===== src/rtl/uart_pkg.sv =====
// Shared UART definitions: serialiser state encoding, parity modes and baud counter sizing.
package uart_pkg;

   typedef enum logic [2:0] {
      ST_IDLE   = 3'd0,
      ST_START  = 3'd1,
      ST_DATA   = 3'd2,
      ST_PARITY = 3'd3,
      ST_STOP   = 3'd4
   } uart_state_e;

   localparam int PARITY_NONE = 0;
   localparam int PARITY_ODD  = 1;
   localparam int PARITY_EVEN = 2;

   // Width of a down-counter that must hold CLKS_PER_BIT-1.
   function automatic int cnt_width(input int clks_per_bit);
      return (clks_per_bit < 3) ? 1 : $clog2(clks_per_bit);
   endfunction

endpackage


===== src/rtl/uart_tx_fifo.sv =====
// Synchronous FIFO with registered full flag; pushes while full and pops while empty are dropped.
module uart_tx_fifo #(
   parameter  int WIDTH = 8,
   parameter  int DEPTH = 16,
   localparam int AW    = $clog2(DEPTH),
   localparam int LW    = AW + 1
) (
   input  logic             clk,
   input  logic             rst_n,
   input  logic             push_i,
   input  logic [WIDTH-1:0] wdata_i,
   input  logic             pop_i,
   output logic [WIDTH-1:0] rdata_o,
   output logic             full_o,
   output logic             empty_o,
   output logic [LW-1:0]    level_o
);

   logic [WIDTH-1:0] mem_q [DEPTH];
   logic [AW-1:0]    wptr_q, rptr_q;
   logic [LW-1:0]    level_q, level_d;
   logic             full_q, do_push, do_pop;

   always_comb begin
      do_push = push_i && !full_q;
      do_pop  = pop_i && (level_q != '0);
      level_d = level_q + LW'(do_push) - LW'(do_pop);
   end

   always_ff @(posedge clk or negedge rst_n) begin
      if (!rst_n) begin
         wptr_q  <= '0;
         rptr_q  <= '0;
         level_q <= '0;
         full_q  <= 1'b0;
      end else begin
         if (do_push) wptr_q <= wptr_q + AW'(1);
         if (do_pop)  rptr_q <= rptr_q + AW'(1);
         level_q <= level_d;
         full_q  <= (level_d == LW'(DEPTH));
      end
   end

   // Storage is not reset: reset only rewinds the pointers.
   always_ff @(posedge clk) begin
      if (do_push) mem_q[wptr_q] <= wdata_i;
   end

   assign rdata_o = mem_q[rptr_q];
   assign full_o  = full_q;
   assign empty_o = (level_q == '0);
   assign level_o = level_q;

endmodule


===== src/rtl/uart_encoder.sv =====
// UART transmitter: byte FIFO feeding a start/data/parity/stop serialiser with a registered line.
module uart_encoder
   import uart_pkg::*;
#(
   parameter  int CLKS_PER_BIT = 868,
   parameter  int FIFO_DEPTH   = 16,
   parameter  int PARITY       = PARITY_NONE,
   parameter  int STOP_BITS    = 1,
   localparam int LW           = $clog2(FIFO_DEPTH) + 1
) (
   input  logic          clk,
   input  logic          rst_n,
   input  logic [7:0]    tx_data,
   input  logic          tx_valid,
   output logic          tx_ready,
   output logic          uart_tx,
   output logic          busy,
   output logic [LW-1:0] fifo_level
);

   localparam int            CW        = cnt_width(CLKS_PER_BIT);
   localparam logic [CW-1:0] BIT_LAST  = CW'(CLKS_PER_BIT - 1);
   localparam logic          STOP_LAST = 1'(STOP_BITS - 1);
   localparam logic          HAS_PAR   = (PARITY != PARITY_NONE);
   localparam logic          ODD       = (PARITY == PARITY_ODD);

   uart_state_e   state_q;
   logic [CW-1:0] cnt_q;
   logic [2:0]    idx_q;
   logic [7:0]    sh_q, fifo_rdata;
   logic          stop_q, par_q, tx_q, busy_q;
   logic          fifo_full, fifo_empty, pop;

   uart_tx_fifo #(.WIDTH(8), .DEPTH(FIFO_DEPTH)) u_fifo (
      .clk     (clk),
      .rst_n   (rst_n),
      .push_i  (tx_valid),
      .wdata_i (tx_data),
      .pop_i   (pop),
      .rdata_o (fifo_rdata),
      .full_o  (fifo_full),
      .empty_o (fifo_empty),
      .level_o (fifo_level)
   );

   // Popping at the last stop cycle chains frames with no idle gap.
   assign pop = !fifo_empty &&
                ((state_q == ST_IDLE) ||
                 (state_q == ST_STOP && cnt_q == '0 && stop_q == STOP_LAST));

   always_ff @(posedge clk or negedge rst_n) begin
      if (!rst_n) begin
         state_q <= ST_IDLE;
         cnt_q   <= '0;
         idx_q   <= '0;
         stop_q  <= 1'b0;
         sh_q    <= '0;
         par_q   <= 1'b0;
         tx_q    <= 1'b1;
         busy_q  <= 1'b0;
      end else begin
         busy_q <= (state_q != ST_IDLE) || (fifo_level != '0);
         case (state_q)
            ST_START:  tx_q <= 1'b0;
            ST_DATA:   tx_q <= sh_q[0];
            ST_PARITY: tx_q <= par_q ^ ODD;
            default:   tx_q <= 1'b1;
         endcase
         if (pop) begin
            sh_q    <= fifo_rdata;
            par_q   <= ^fifo_rdata;
            cnt_q   <= BIT_LAST;
            state_q <= ST_START;
         end else if (state_q != ST_IDLE) begin
            if (cnt_q != '0) begin
               cnt_q <= cnt_q - CW'(1);
            end else begin
               cnt_q <= BIT_LAST;
               case (state_q)
                  ST_START: begin
                     state_q <= ST_DATA;
                     idx_q   <= '0;
                  end
                  ST_DATA: begin
                     sh_q  <= sh_q >> 1;
                     idx_q <= idx_q + 3'd1;
                     if (idx_q == 3'd7) begin
                        state_q <= HAS_PAR ? ST_PARITY : ST_STOP;
                        stop_q  <= 1'b0;
                     end
                  end
                  ST_PARITY: begin
                     state_q <= ST_STOP;
                     stop_q  <= 1'b0;
                  end
                  ST_STOP: begin
                     if (stop_q == STOP_LAST) state_q <= ST_IDLE;
                     else                     stop_q  <= 1'b1;
                  end
                  default: state_q <= ST_IDLE;
               endcase
            end
         end
      end
   end

   assign tx_ready = !fifo_full;
   assign uart_tx  = tx_q;
   assign busy     = busy_q;

endmodule


===== config.mk =====
export PLATFORM = sky130hd
export DESIGN_NAME = uart_encoder
export DESIGN_NICKNAME = d
export VERILOG_FILES = /design/src/rtl/uart_pkg.sv /design/src/rtl/uart_tx_fifo.sv /design/src/rtl/uart_encoder.sv
export SDC_FILE = /design/constraint.sdc
export NUM_CORES = 1
export LEC_CHECK = 0
export CAP_MARGIN = 0
export CORE_ASPECT_RATIO = 1.2
export CORE_MARGIN = 8
export CORE_UTILIZATION = 46
export CTS_BUF_LIST = sky130_fd_sc_hd__clkbuf_2 sky130_fd_sc_hd__clkbuf_4 sky130_fd_sc_hd__clkbuf_8
export DETAILED_ROUTE_END_ITERATION = 6
export DONT_BUFFER_PORTS = 1
export PLACE_DENSITY_LB_ADDON = 0.05
export SETUP_SLACK_MARGIN = 0.3
export SLEW_MARGIN = 20
export SYNTH_ARGS = -nofsm -noshare
export SYNTH_HDL_FRONTEND = slang
export SYNTH_HIERARCHICAL = 1
export SYNTH_SLANG_ARGS = --single-unit
export TNS_END_PERCENT = 100

===== constraint.sdc =====
create_clock -name clk -period 6.5 [get_ports clk]
set_input_delay 0.65 -clock clk [delete_from_list [all_inputs] [get_ports clk]]
set_output_delay 0.65 -clock clk [all_outputs]
set_load 0.01 [all_outputs]

==> metrics.md, run 1 <==
| Metric | Value |
|---|---|
| Initial drt markers | 216 |
| Clock slew at the register clock pins of the worst setup and hold paths | 0.08 ns |
| Hold Path Class | in -> async |
| Average wire length per cell after detail routing | 20.72 microns |
| Number of max-slew violations in the final report | 0 |
| Number of placed instances, taps included | 633 |
| Power per Cell Area | 313.5 nW/um^2 |
| Period utilization | between 50 and 60% |
| Post-place setup slack | 2.612 ns |
| Cell-internal power | 1.834 mW |
| Number of hold violations in the final report | 0 |
| Syn_nets | 468 |
| Die footprint | 20090 sq um |
| Placeable core region | 15510 sq um |
| Setup violators final | 0 |
| Final sum of negative setup slack | 0 ns |
| Max-slew headroom | 32.74% |
| Overall via count from detail_route | 3689 |
| Area Growth Syn to Fin | 8.129% |
| Chip height | 153.7 microns |
| Overall global routing resource usage | about 15% |
| Count of warnings emitted by yosys | 6 |
| Post-route setup slack | 2.664 ns |
| Number of remaining DRC errors | 0 |
| Worst reg-to-reg path cell count | 15 |
| Count of buffers from port buffering | 0 |
| Residual antenna-violating net count after detailed routing | 0 |
| Buffer depth of the longest clock path | 2 |
| Endpoint of the worst setup timing path | u_fifo/full_o |
| Transition time at the pin with the least slew margin | 1.005 ns |
| Std-Cell Rows | 50 |
| Req. time, crit path | 6.83 ns |
| Overall routed net length | 13.80 mm |
| Share of the synthesized area in the top cell type | 52.91% |
| Post-route insts no fill | between 600 and 700 |
| TritonCTS Buffers | 17 |
| Number of enable flip-flop cells after synthesis | roughly 130 |
| Worst setup path category | reg -> reg |
| Max VDD drop | 0.1614 mV |
| Async set-reset flop share out of synthesis | 24.26% |
| Clk sinks | 169 |
| Critical path capture point type | flop |
| Filler Cell Count | 1342 |
| Arrival time at the worst endpoint | 4.17 ns |
| Diodes inserted | 0 |
| Status | finished, final reports clean |
| Netlist area before placement | 7264 sq um |
| Critical Path Source | cnt_q[0] |
| Final-stage net count | 471 |
| Fraction of final layout cells sized beyond drive strength 1 | 14.85% |
| Wire length of the first global-routing pass | 21.76 mm |
| Maximum number of pins on one net before global-route repair | 41 |
| Logic pwr share | between 10% and 20% |
| Clock root buffer | sky130_fd_sc_hd__clkbuf_8 |
| Via-to-Cell Ratio | 5.539 |
| Clock power share | approximately 31% |
| Maximum net fanout on the critical path | 6 |
| Number of max-capacitance violations reported | 0 |
| Start of the worst register-to-register path | cnt_q[0] |
| Register-to-register setup slack | 2.66 ns |
| Top_reg_cell synth | sky130_fd_sc_hd__edfxtp_1 |
| Clock period minus final worst setup slack | 3.836 ns |
| Power Total | 2.462 mW |
| Largest area contributor in the netlist | sky130_fd_sc_hd__edfxtp_1 |
| Number of distinct library cell variants in the gate-level netlist after synthesis | 57 |
| Critical path startpoint category | flop |
| Worst clock skew | approximately 0.012 ns |
| Instance count of the mapped netlist | 442 |
| Maximum clock frequency | 0.2607 GHz |
| Half-perimeter wire length of the detailed placement result | 8.977 mm |
| Top post-synthesis cells by area | sky130_fd_sc_hd__edfxtp_1, sky130_fd_sc_hd__dfrtp_1, sky130_fd_sc_hd__mux4_2 |
| Commonest non-fill, non-tap cell in the layout | sky130_fd_sc_hd__edfxtp_1 |
| Vias in the first global route | roughly 3800 |
| Boundary pin count | 19 |
| Routability congestion estimate from global placement | 0.7562 |
| TritonCTS clock tree | built |
| Net switching power figure | 0.6284 mW |
| Avg Synthesized Cell Area | 16.44 sq um |
| Sum of overflow across all layers after global routing | 0 |
| Core utilization of the finished layout | 50.63% |
| PostCTS Resize Cnt | 0 |
| X dimension of the die | 130.7 microns |
| Sequential cell area fraction in the yosys report | 67.05% |
| Top library cells by usage in the layout, fill and taps aside | sky130_fd_sc_hd__edfxtp_1, sky130_fd_sc_hd__dfrtp_1, sky130_fd_sc_hd__nand2_1 |
| Antenna violations before repair | 0 |
| Clk Latency, worst-skew pair | between 0.4 and 0.5 ns |
| Endpoint of the lowest-slack register-to-register path | u_fifo/full_o |
| P_leak | 2.716 nW |
| First-pass iteration count of the detailed router | 4 |
| Effective utilization at floorplan | 46.82% |
| Number of levels the H-tree was split into | 4 |
| Switching share of power | approximately a quarter |
| RSZ-0062 raised after global routing | no |
| Synthesized flop and latch total | 169 |
| Register share of total power | 55.2% |
[power groups by stage]
stage	Clock (mW)	Sequential (mW)	Combinational (mW)
final	0.767	1.36	0.337
after floorplan	0	1.35	0.266
after CTS	0.792	1.36	0.341
after global placement	0	1.38	0.329
after global routing	0.833	1.37	0.381
after detailed placement	0	1.38	0.334
[state kept, by name, indices dropped and copies added (netlist names)]
register,flops
state_q,3
u_fifo/mem_q,128
idx_q,3
sh_q,8
cnt_q,10
busy,1
u_fifo/level_o,5
u_fifo/rptr_q,4
uart_tx,1
u_fifo/full_o,1
par_q,1
u_fifo/wptr_q,4
[cell families after synthesis]
logic type / after synthesis / share of synthesized area [%]
xor gates and xnor gates: 22 / 2.653
DFF: 169 / 67.05
adders and majority gates: 15 / 2.687
AOI/OAI and AO/OA: 63 / 6.338
buffers and inverters: 38 / 3.014
muxes: 34 / 10.85
and+or+nand+nor: 101 / 7.406
[cells in the mapped netlist (8+ instances only)]
cell / count
sky130_fd_sc_hd__edfxtp_1: 128
sky130_fd_sc_hd__dfrtp_1: 40
sky130_fd_sc_hd__nand2_1: 32
sky130_fd_sc_hd__nor2_1: 22
sky130_fd_sc_hd__mux4_2: 20
sky130_fd_sc_hd__a22oi_1: 16
sky130_fd_sc_hd__inv_1: 16
sky130_fd_sc_hd__xnor2_1: 15
sky130_fd_sc_hd__ha_1: 14
sky130_fd_sc_hd__mux4_1: 12
sky130_fd_sc_hd__nor3_1: 12
sky130_fd_sc_hd__o21ai_0: 11
sky130_fd_sc_hd__clkbuf_1: 8
[how the worst min path moves through the flow]
| stage | startpoint | to | slack, ns | cells after the start |
|---|---|---|---|---|
| floorplan | rst_n | busy | 0.35 | 0 |
| global placement | rst_n | u_fifo/level_o[4] | 0.36 | 0 |
| detailed placement | rst_n | u_fifo/level_o[4] | 0.36 | 0 |
| CTS | rst_n | uart_tx | 0.02 | 0 |
| global route | rst_n | uart_tx | 0.002 | 0 |
| finish | rst_n | u_fifo/level_o[4] | 0.05 | 1 |
[final cells by class]
cell class / instances / area [sq um] / share of cell area, %
flip-flops and latches: 169 / 4872 / 62.03
multi-input cells: 235 / 2185 / 27.81
clock buffers: 24 / 292.8 / 3.727
well taps: 208 / 260.3 / 3.313
clock inverters: 8 / 123.9 / 1.577
inverters: 17 / 63.81 / 0.8124
repair buffers: 5 / 57.56 / 0.7327
[metrics by stage]
step,hold WS [ns],instance area [sq um]
6_report,0.05168,7855
5_1_grt,0.002325,7855
4_1_cts,0.01665,7855
3_5_place_dp,0.3560,7411
3_3_place_gp,0.3560,7411
2_1_floorplan,0.3544,7264
[repair_timing]
item / CTS / global route
hold buffers: 1 / 0
hold endpoints to repair: 40 / 0
buffers inserted: 0 / 0
[worst max-delay path: stages, from the launching register on]
cell	delay [ns]
sky130_fd_sc_hd__dfrtp_1	0.41
sky130_fd_sc_hd__inv_1	0.07
sky130_fd_sc_hd__ha_1	0.26
sky130_fd_sc_hd__nor4b_2	0.43
sky130_fd_sc_hd__nand3_2	0.23
sky130_fd_sc_hd__a21boi_4	0.26
sky130_fd_sc_hd__nor2b_1	0.40
sky130_fd_sc_hd__ha_1	0.31
sky130_fd_sc_hd__inv_1	0.06
sky130_fd_sc_hd__ha_1	0.16
sky130_fd_sc_hd__inv_1	0.06
sky130_fd_sc_hd__fa_1	0.40
sky130_fd_sc_hd__nand2b_1	0.16
sky130_fd_sc_hd__a21oi_1	0.20
sky130_fd_sc_hd__nor3_1	0.08
sky130_fd_sc_hd__nor4_1	0.25
[layer usage]
| metal | up-vias | routed length, microns | global-route usage, % |
|---|---|---|---|
| met5 | - | 0 | 0 |
| met4 | 0 | 72 | 5.096 |
| met3 | 4 | 324 | 3.633 |
| met2 | 39 | 7543 | 25.72 |
| met1 | 1922 | 5862 | 17.11 |
| li1 | 1724 | - | - |
No activity file was read; power rests on OpenSTA's default activity.
==> inputs of run 2 (changes only) <==
ABC_AREA = 1   (was default)
clock period = 3.2 ns   (was 6.5 ns; I/O delays follow)
==> run 2 against run 1 <==
Area after synthesis grew 10%. Fmax increased by 39%. Cell count increased by 60%. Critical path type unchanged. Largest cell class unchanged. Largest power group unchanged. Highest routed layer unchanged.
==> metrics.md, run 2 <==
| Metric | Value |
|---|---|
| Diodes inserted | 0 |
| Req. time, crit path | 3.60 ns |
| Top register by number of flip-flops | u_fifo/mem_q |
| Final sum of negative setup slack | 0 ns |
| Clock slew at the register clock pins of the worst setup and hold paths | 0.09 ns |
| Count of warnings emitted by yosys | 6 |
| Netlist area before placement | 7988 sq um |
| Antenna violations before repair | 0 |
| Clk sinks | 169 |
| Most instantiated library cell after synthesis | sky130_fd_sc_hd__nand2_1 |
| Vias in the first global route | 5318 |
| Count of buffers from port buffering | 0 |
| Synth top cells by count | sky130_fd_sc_hd__nand2_1, sky130_fd_sc_hd__inv_1, sky130_fd_sc_hd__edfxtp_1 |
| Transition time at the pin with the least slew margin | between 0.9 and 1 ns |
| Top_reg_cell synth | sky130_fd_sc_hd__edfxtp_1 |
| Clock root buffer | sky130_fd_sc_hd__clkbuf_8 |
| Effective utilization at floorplan | 46.33% |
| Clock period minus final worst setup slack | 2.757 ns |
| Final-stage net count | 861 |
| Overall via count from detail_route | 5397 |
| Overall global routing resource usage | 17.00% |
| Uppermost layer routed | met4 |
| Top post-synthesis cells by area | sky130_fd_sc_hd__edfxtp_1, sky130_fd_sc_hd__dfrtp_1, sky130_fd_sc_hd__nand2_1 |
| Instance count of the mapped netlist | 817 |
| Std-Cell Rows | between 50 and 60 |
| Status | finished, final reports clean |
| Worst setup path category | reg -> reg |
| Power per Cell Area | roughly 580 nW/um^2 |
| Number of enable flip-flop cells after synthesis | 128 |
| Critical path startpoint category | flop |
| TritonCTS clock tree | built |
| Number of levels the H-tree was split into | 4 |
| Routability congestion estimate from global placement | 0.8272 |
| Period utilization | between 80 and 90% |
| Sequential cell area fraction in the yosys report | between 60% and 70% |
| First-pass iteration count of the detailed router | 5 |
| Core utilization of the finished layout | 51.08% |
| Number of remaining DRC errors | 0 |
| Half-perimeter wire length of the detailed placement result | about 11 mm |
| TritonCTS Buffers | 17 |
| Filler Cell Count | 1538 |
| Chip height | between 150 and 200 microns |
| WL met3 | 656 microns |
| Die footprint | 21850 sq um |
| Maximum number of pins on one net before global-route repair | 67 |
| Overall routed net length | 17.72 mm |
| Number of hold violations in the final report | 0 |
| Post-route setup slack | 0.4428 ns |
| Avg Synthesized Cell Area | 9.777 sq um |
| WHS | approximately 0.15 ns |
| Arrival time at the worst endpoint | 3.16 ns |
| Top library cells by usage in the layout, fill and taps aside | sky130_fd_sc_hd__nand2_1, sky130_fd_sc_hd__edfxtp_1, sky130_fd_sc_hd__inv_1 |
| Clk Latency, worst-skew pair | 0.46 ns |
| Register-to-register setup slack | 0.44 ns |
| Met2 WL | approximately 9.1 mm |
| Placeable core region | 17240 sq um |
| Average wire length per cell after detail routing | 16.60 microns |
| Setup violators final | 0 |
| Number of max-slew violations in the final report | 0 |
| Synthesized flop and latch total | 169 |
| Residual antenna-violating net count after detailed routing | 0 |
| Hold Path Class | in -> reg |
| Endpoint of the worst setup timing path | u_fifo/full_o |
| Syn_nets | about 840 |
| Buffer depth of the longest clock path | 2 |
| Endpoint of the lowest-slack register-to-register path | u_fifo/full_o |
| Maximum clock frequency | 0.3627 GHz |
| Critical path capture point type | flop |
| Largest registers | u_fifo/mem_q x128, cnt_q x10, sh_q x8 |
| Sum of overflow across all layers after global routing | 0 |
| X dimension of the die | approximately 140 microns |
| Start of the worst register-to-register path | cnt_q[0] |
| Power Total | between 5 and 6 mW |
| Max-slew headroom | 38.57% |
| Number of distinct library cell variants in the gate-level netlist after synthesis | 38 |
| Routed length on met1 | 7.655 mm |
| Initial drt markers | 398 |
| Largest register FFs | 128 |
| Commonest non-fill, non-tap cell in the layout | sky130_fd_sc_hd__nand2_1 |
| Largest area contributor in the netlist | sky130_fd_sc_hd__edfxtp_1 |
| P_leak | between 3 and 4 nW |
| Async set-reset flop share out of synthesis | 24.26% |
| Via-to-Cell Ratio | roughly 5.1 |
| Share of the synthesized area in the top cell type | between 40 and 50% |
| Boundary pin count | 19 |
| RSZ-0062 raised after global routing | no |
| Worst reg-to-reg path cell count | 20 |
| Max VDD drop | 0.3428 mV |
| Maximum net fanout on the critical path | 3 |
| Critical Path Source | cnt_q[0] |
| Worst clock skew | 0.01451 ns |
| Number of max-capacitance violations reported | 0 |
| Fraction of final layout cells sized beyond drive strength 1 | 11.32% |
| Post-place setup slack | roughly 0.21 ns |
| Area Growth Syn to Fin | 10.26% |
| Wire length of the first global-routing pass | ~28 mm |
run 2: cell types whose count changed after synthesis, sizes merged, moves of 9 or more:
cell / before / now
nor2: 22 / 31
inv: 16 / 134
a22oi: 16 / 0
nand2: 32 / 255
nor3: 12 / 3
xnor2: 15 / 6
buf: 10 / 28
mux4: 32 / 0
nand3: 8 / 124
run 2: worst min-delay path by stage:
stage                        to  depth (start not counted)     start  slack (ns)
3_5_place_dp           cnt_q[3]                          0     rst_n        0.03
5_1_grt        u_fifo/wptr_q[0]                          3  tx_valid        0.14
3_3_place_gp           cnt_q[3]                          0     rst_n        0.03
6_report       u_fifo/wptr_q[0]                          3  tx_valid        0.15
4_1_cts        u_fifo/wptr_q[0]                          3  tx_valid        0.11
2_1_floorplan              busy                          0     rst_n        0.02
run 2: cells by family (layout without fill, tap and decap cells):
kind of cell / Yosys count / after routing / share of synthesized area (%)
AOI/OAI and AO/OA: 29 / 29 / 2.585
xor gates and xnor gates: 18 / 18 / 1.974
adders and majority gates: 15 / 15 / 2.444
buffers and inverters: 166 / 197 / 8.975
DFF: 169 / 169 / 60.98
and+or+nand+nor: 420 / 420 / 23.04
run 2: area by class of cell:
cell class | instances | area, sq um | share of cell area (%)
flip-flops and latches | 169 | 4875 | 55.35
clock inverters | 13 | 142.6 | 1.620
repair buffers | 29 | 285.3 | 3.239
multi-input cells | 482 | 2460 | 27.93
inverters | 136 | 520.5 | 5.910
clock buffers | 19 | 249.0 | 2.827
well taps | 220 | 275.3 | 3.125
run 2: power by group:
group	internal [mW]	switching [mW]	total, mW
Clock	0.716	0.800	1.52
Sequential	2.61	0.115	2.72
Combinational	0.279	0.553	0.833
run 2: layer usage:
layer | up-vias | GRT usage (%)
met5 | - | 0
met4 | 0 | 5.653
met3 | 22 | 3.438
met2 | 93 | 29.17
met1 | 2623 | 20.78
li1 | 2659 | -
run 2: stage by stage:
stage               instance area (sq um)  instances
floorplan                            8023        817
global placement                     8200       1018
detailed placement                   8200       1018
CTS                                  8742       1064
global route                         8807       1068
finish                               8807       1068
run 2: worst max-delay path: stages (launching register included):
cell and delay, ns:
sky130_fd_sc_hd__dfrtp_1 0.41, sky130_fd_sc_hd__inv_2 0.09, sky130_fd_sc_hd__ha_4 0.15, sky130_fd_sc_hd__nand2_4 0.05
sky130_fd_sc_hd__nor2_4 0.14, sky130_fd_sc_hd__nand3_4 0.10, sky130_fd_sc_hd__nand2_4 0.08, sky130_fd_sc_hd__nand2_4 0.05
sky130_fd_sc_hd__inv_4 0.07, sky130_fd_sc_hd__nand2_4 0.06, sky130_fd_sc_hd__inv_6 0.05, sky130_fd_sc_hd__ha_4 0.18
sky130_fd_sc_hd__inv_2 0.06, sky130_fd_sc_hd__ha_4 0.12, sky130_fd_sc_hd__inv_1 0.04, sky130_fd_sc_hd__fa_1 0.48
sky130_fd_sc_hd__inv_1 0.06, sky130_fd_sc_hd__or2_4 0.22, sky130_fd_sc_hd__nor2_2 0.11, sky130_fd_sc_hd__nand3_1 0.08
sky130_fd_sc_hd__nor2_1 0.11
run 2: timing repair:
| action | 4_1_cts | 5_1_grt |
|---|---|---|
| buffers inserted | 4 | 4 |
| gates cloned | 0 | 0 |
| pin swaps | 3 | 5 |
| hold buffers | 10 | 0 |
| hold endpoints to repair | 169 | 0 |
| setup endpoints to repair | 1 | 2 |
| gates resized for setup | 3 | 10 |
==> inputs of run 3 (changes only) <==
--- a/config.mk
+++ b/config.mk
@@ -15,2 +15,3 @@
 export DONT_BUFFER_PORTS = 1
+export GPL_ROUTABILITY_DRIVEN = 1
 export PLACE_DENSITY_LB_ADDON = 0.05
==> constraint.sdc (replaced) <==
create_clock -name clk -period 2.3 [get_ports clk]
set_input_delay 0 -clock clk [delete_from_list [all_inputs] [get_ports clk]]
set_output_delay 0 -clock clk [all_outputs]
set_load 0.01 [all_outputs]
==> run 3 against run 2 <==
The run now ends with negative setup slack left. Combinational power up 85%. Setup slack worse by 0.79 ns. Power up 41%. Global-route usage about the same. Core utilization up 4.9 points. Hold slack worse by 0.10 ns. Clock power up 22%. First-iteration DRC count down 7.0%. Sequential power up 37%. Count of clock-buffer cells in the layout down 1. Wire length up 4.9%.
==> metrics.md, run 3 (same netlist as run 2, synthesis figures left out) <==
| Metric | Value |
|---|---|
| Status | finished with violations |
| Violations in the final reports | negative setup slack |
| Transition time at the pin with the least slew margin | 0.7473 ns |
| Peak-usage layer in the global routing report | met2 |
| Endpoint of the lowest-slack register-to-register path | u_fifo/full_o |
| Chip height | 160.4 microns |
| Via-to-Cell Ratio | 4.954 |
| Critical path capture point type | flop |
| Worst clock skew | 0.01209 ns |
| Commonest non-fill, non-tap cell in the layout | sky130_fd_sc_hd__nand2_1 |
| Worst reg-to-reg path cell count | 20 |
| Final-stage net count | slightly above 900 |
| Routability congestion estimate from global placement | a little under 0.8 |
| Average wire length per cell after detail routing | 16.49 microns |
| Register-to-register setup slack | -0.35 ns |
| TritonCTS clock tree | built |
| Sum of overflow across all layers after global routing | 0 |
| Number of max-slew violations in the final report | 0 |
| Die footprint | approximately 22000 sq um |
| Number of max-capacitance violations reported | 0 |
| Fraction of final layout cells sized beyond drive strength 1 | 22.27% |
| Max VDD drop | 0.4381 mV |
| Period utilization | 115.0% |
| Overall global routing resource usage | between 10% and 20% |
| Clock period minus final worst setup slack | 2.646 ns |
| First-pass iteration count of the detailed router | 5 |
| TritonCTS Buffers | 17 |
| Antenna violations before repair | 0 |
| Number of remaining DRC errors | 0 |
| Number of placed instances, taps included | 1066 |
| Highest cell delay on the worst timing path | a little over 0.5 ns |
| Vias in the first global route | 5302 |
| Clock root buffer | sky130_fd_sc_hd__clkbuf_8 |
| Number of hold violations in the final report | 0 |
| Post-route setup slack | -0.3459 ns |
| Diodes inserted | 0 |
| Critical path startpoint category | flop |
| Arrival time at the worst endpoint | 3.03 ns |
| Largest register FFs | 128 |
| Effective utilization at floorplan | 46.33% |
| Met3 Use GR | 3.875% |
| Clk Latency, worst-skew pair | 0.45 ns |
| Max-slew headroom | 50.02% |
| CP max-delay cell | sky130_fd_sc_hd__fa_2 |
| Power per Cell Area | between 700 and 800 nW/um^2 |
| Overall via count from detail_route | 5583 |
| Req. time, crit path | around 2.7 ns |
| RSZ-0062 raised after global routing | yes |
| Worst setup path category | reg -> reg |
| Cell-internal power | roughly 5.0 mW |
| Maximum net fanout on the critical path | 2 |
| Switching share of power | 30.08% |
| Top library cells by usage in the layout, fill and taps aside | sky130_fd_sc_hd__nand2_1, sky130_fd_sc_hd__edfxtp_1, sky130_fd_sc_hd__inv_1 |
| Residual antenna-violating net count after detailed routing | 0 |
| Post-route insts no fill | 1127 |
| Net switching power figure | about 2.1 mW |
| Half-perimeter wire length of the detailed placement result | roughly 12 mm |
| X dimension of the die | 136.3 microns |
| Register share of total power | 52.3% |
| Hold Path Class | in -> async |
| Area Growth Syn to Fin | 20.86% |
| P_leak | 4.273 nW |
| Overall routed net length | roughly 19 mm |
| Area of all placed cells without fillers | 9654 sq um |
| Most repeated library cell on the critical path | sky130_fd_sc_hd__nand2_4 |
| Boundary pin count | 19 |
| Placeable core region | between 15000 and 20000 sq um |
| Start of the worst register-to-register path | cnt_q[0] |
| Wire length of the first global-routing pass | roughly 28 mm |
| Global routing met2 resource utilization | 28.79% |
| Logic pwr share | roughly 22% |
| Count of buffers from port buffering | 0 |
| Clock slew at the register clock pins of the worst setup and hold paths | 0.09 ns |
| Maximum clock frequency | around 0.38 GHz |
| Kind of cell adding the most delay to the critical path | adder cells |
| Std-Cell Rows | 53 |
| Cell count along the critical path | 20 |
| Clock power share | between 20% and 30% |
| Initial drt markers | 370 |
| Maximum number of pins on one net before global-route repair | 42 |
| Clk sinks | 169 |
| WHS | about 0.045 ns |
| Cell area reported after detailed placement | roughly 8600 sq um |
| Number of levels the H-tree was split into | 4 |
| Setup violators final | 3 |
| Cells along the critical path | inv_2, ha_4, nand2_4, nor2_4, nand3_4, nand2_4, nand2_4, inv_4, nand2_4, inv_4, ha_4, inv_4, ha_4, inv_2, fa_2, inv_2, or2_4, nor2_4, nand3_2, nor2_1 |
| CP Buf/Inv Count | 6 |
| Top register by number of flip-flops | u_fifo/mem_q |
| Met1 Resource Use GR | 20.91% |
| Largest registers | u_fifo/mem_q x128, cnt_q x10, sh_q x8 |
| Core utilization of the finished layout | between 50% and 60% |
| Buffer depth of the longest clock path | 2 |
[run 3: cell types whose count changed in the layout (fill, tap and decap cells not counted), sizes merged]
cell,before,now
buf,20,76
clkinv,5,10
bufinv,2,0
clkinvlp,4,2
clkbuf,19,20
dlygate4sd3,9,10
[run 3: worst max path at each step]
stage                  start            end  slack, ns
finish              cnt_q[0]  u_fifo/full_o      -0.35
detailed placement  cnt_q[0]  u_fifo/full_o      -0.44
global route        cnt_q[0]  u_fifo/full_o      -0.49
CTS                 cnt_q[0]  u_fifo/full_o      -0.37
global placement    cnt_q[0]  u_fifo/full_o      -0.41
floorplan           cnt_q[0]  u_fifo/full_o      -0.53
[run 3: cell type report]
| cell class | count | area, sq um |
|---|---|---|
| clock buffer | 18 | 241.5 |
| fill | 1530 | 7587 |
| multi-input combinational | 482 | 2776 |
| timing repair buffer | 88 | 868.3 |
| inverter | 136 | 523.0 |
| tap | 220 | 275.3 |
| sequential | 169 | 4872 |
| clock inverter | 14 | 97.59 |
[run 3: repair_timing]
action | in CTS | in global routing
hold buffers | 11 | 0
gates cloned | 1 | 3
endpoints found under the setup margin | 6 | 10
setup buffers | 5 | 9
pin swaps | 18 | 20
resized for setup | 26 | 52
hold endpoints to repair | 172 | 0
[run 3: routing by layer]
layer,wire [microns],vias up
li1,-,2774
met3,691,26
met4,356,0
met1,8010,2682
met5,0,-
met2,9527,101
[run 3: power by group through the flow]
stage | logic (mW) | clock network (mW) | registers [mW]
6_report | 1.54 | 1.86 | 3.73
5_1_grt | 1.72 | 2.04 | 3.77
4_1_cts | 1.40 | 1.93 | 3.73
3_5_place_dp | 1.25 | 0 | 3.79
3_3_place_gp | 1.21 | 0 | 3.79
2_1_floorplan | 0.784 | 0 | 3.83
[run 3: metrics by stage]
step / power, mW / TNS [ns] / worst slack (ns)
3_5_place_dp: 5.042 / -0.8499 / -0.4420
4_1_cts: 7.058 / -0.6381 / -0.3671
6_report: 7.136 / -0.6499 / -0.3459
5_1_grt: 7.523 / -1.076 / -0.4860
3_3_place_gp: 5.001 / -0.7452 / -0.4122
2_1_floorplan: 4.614 / -1.311 / -0.5266
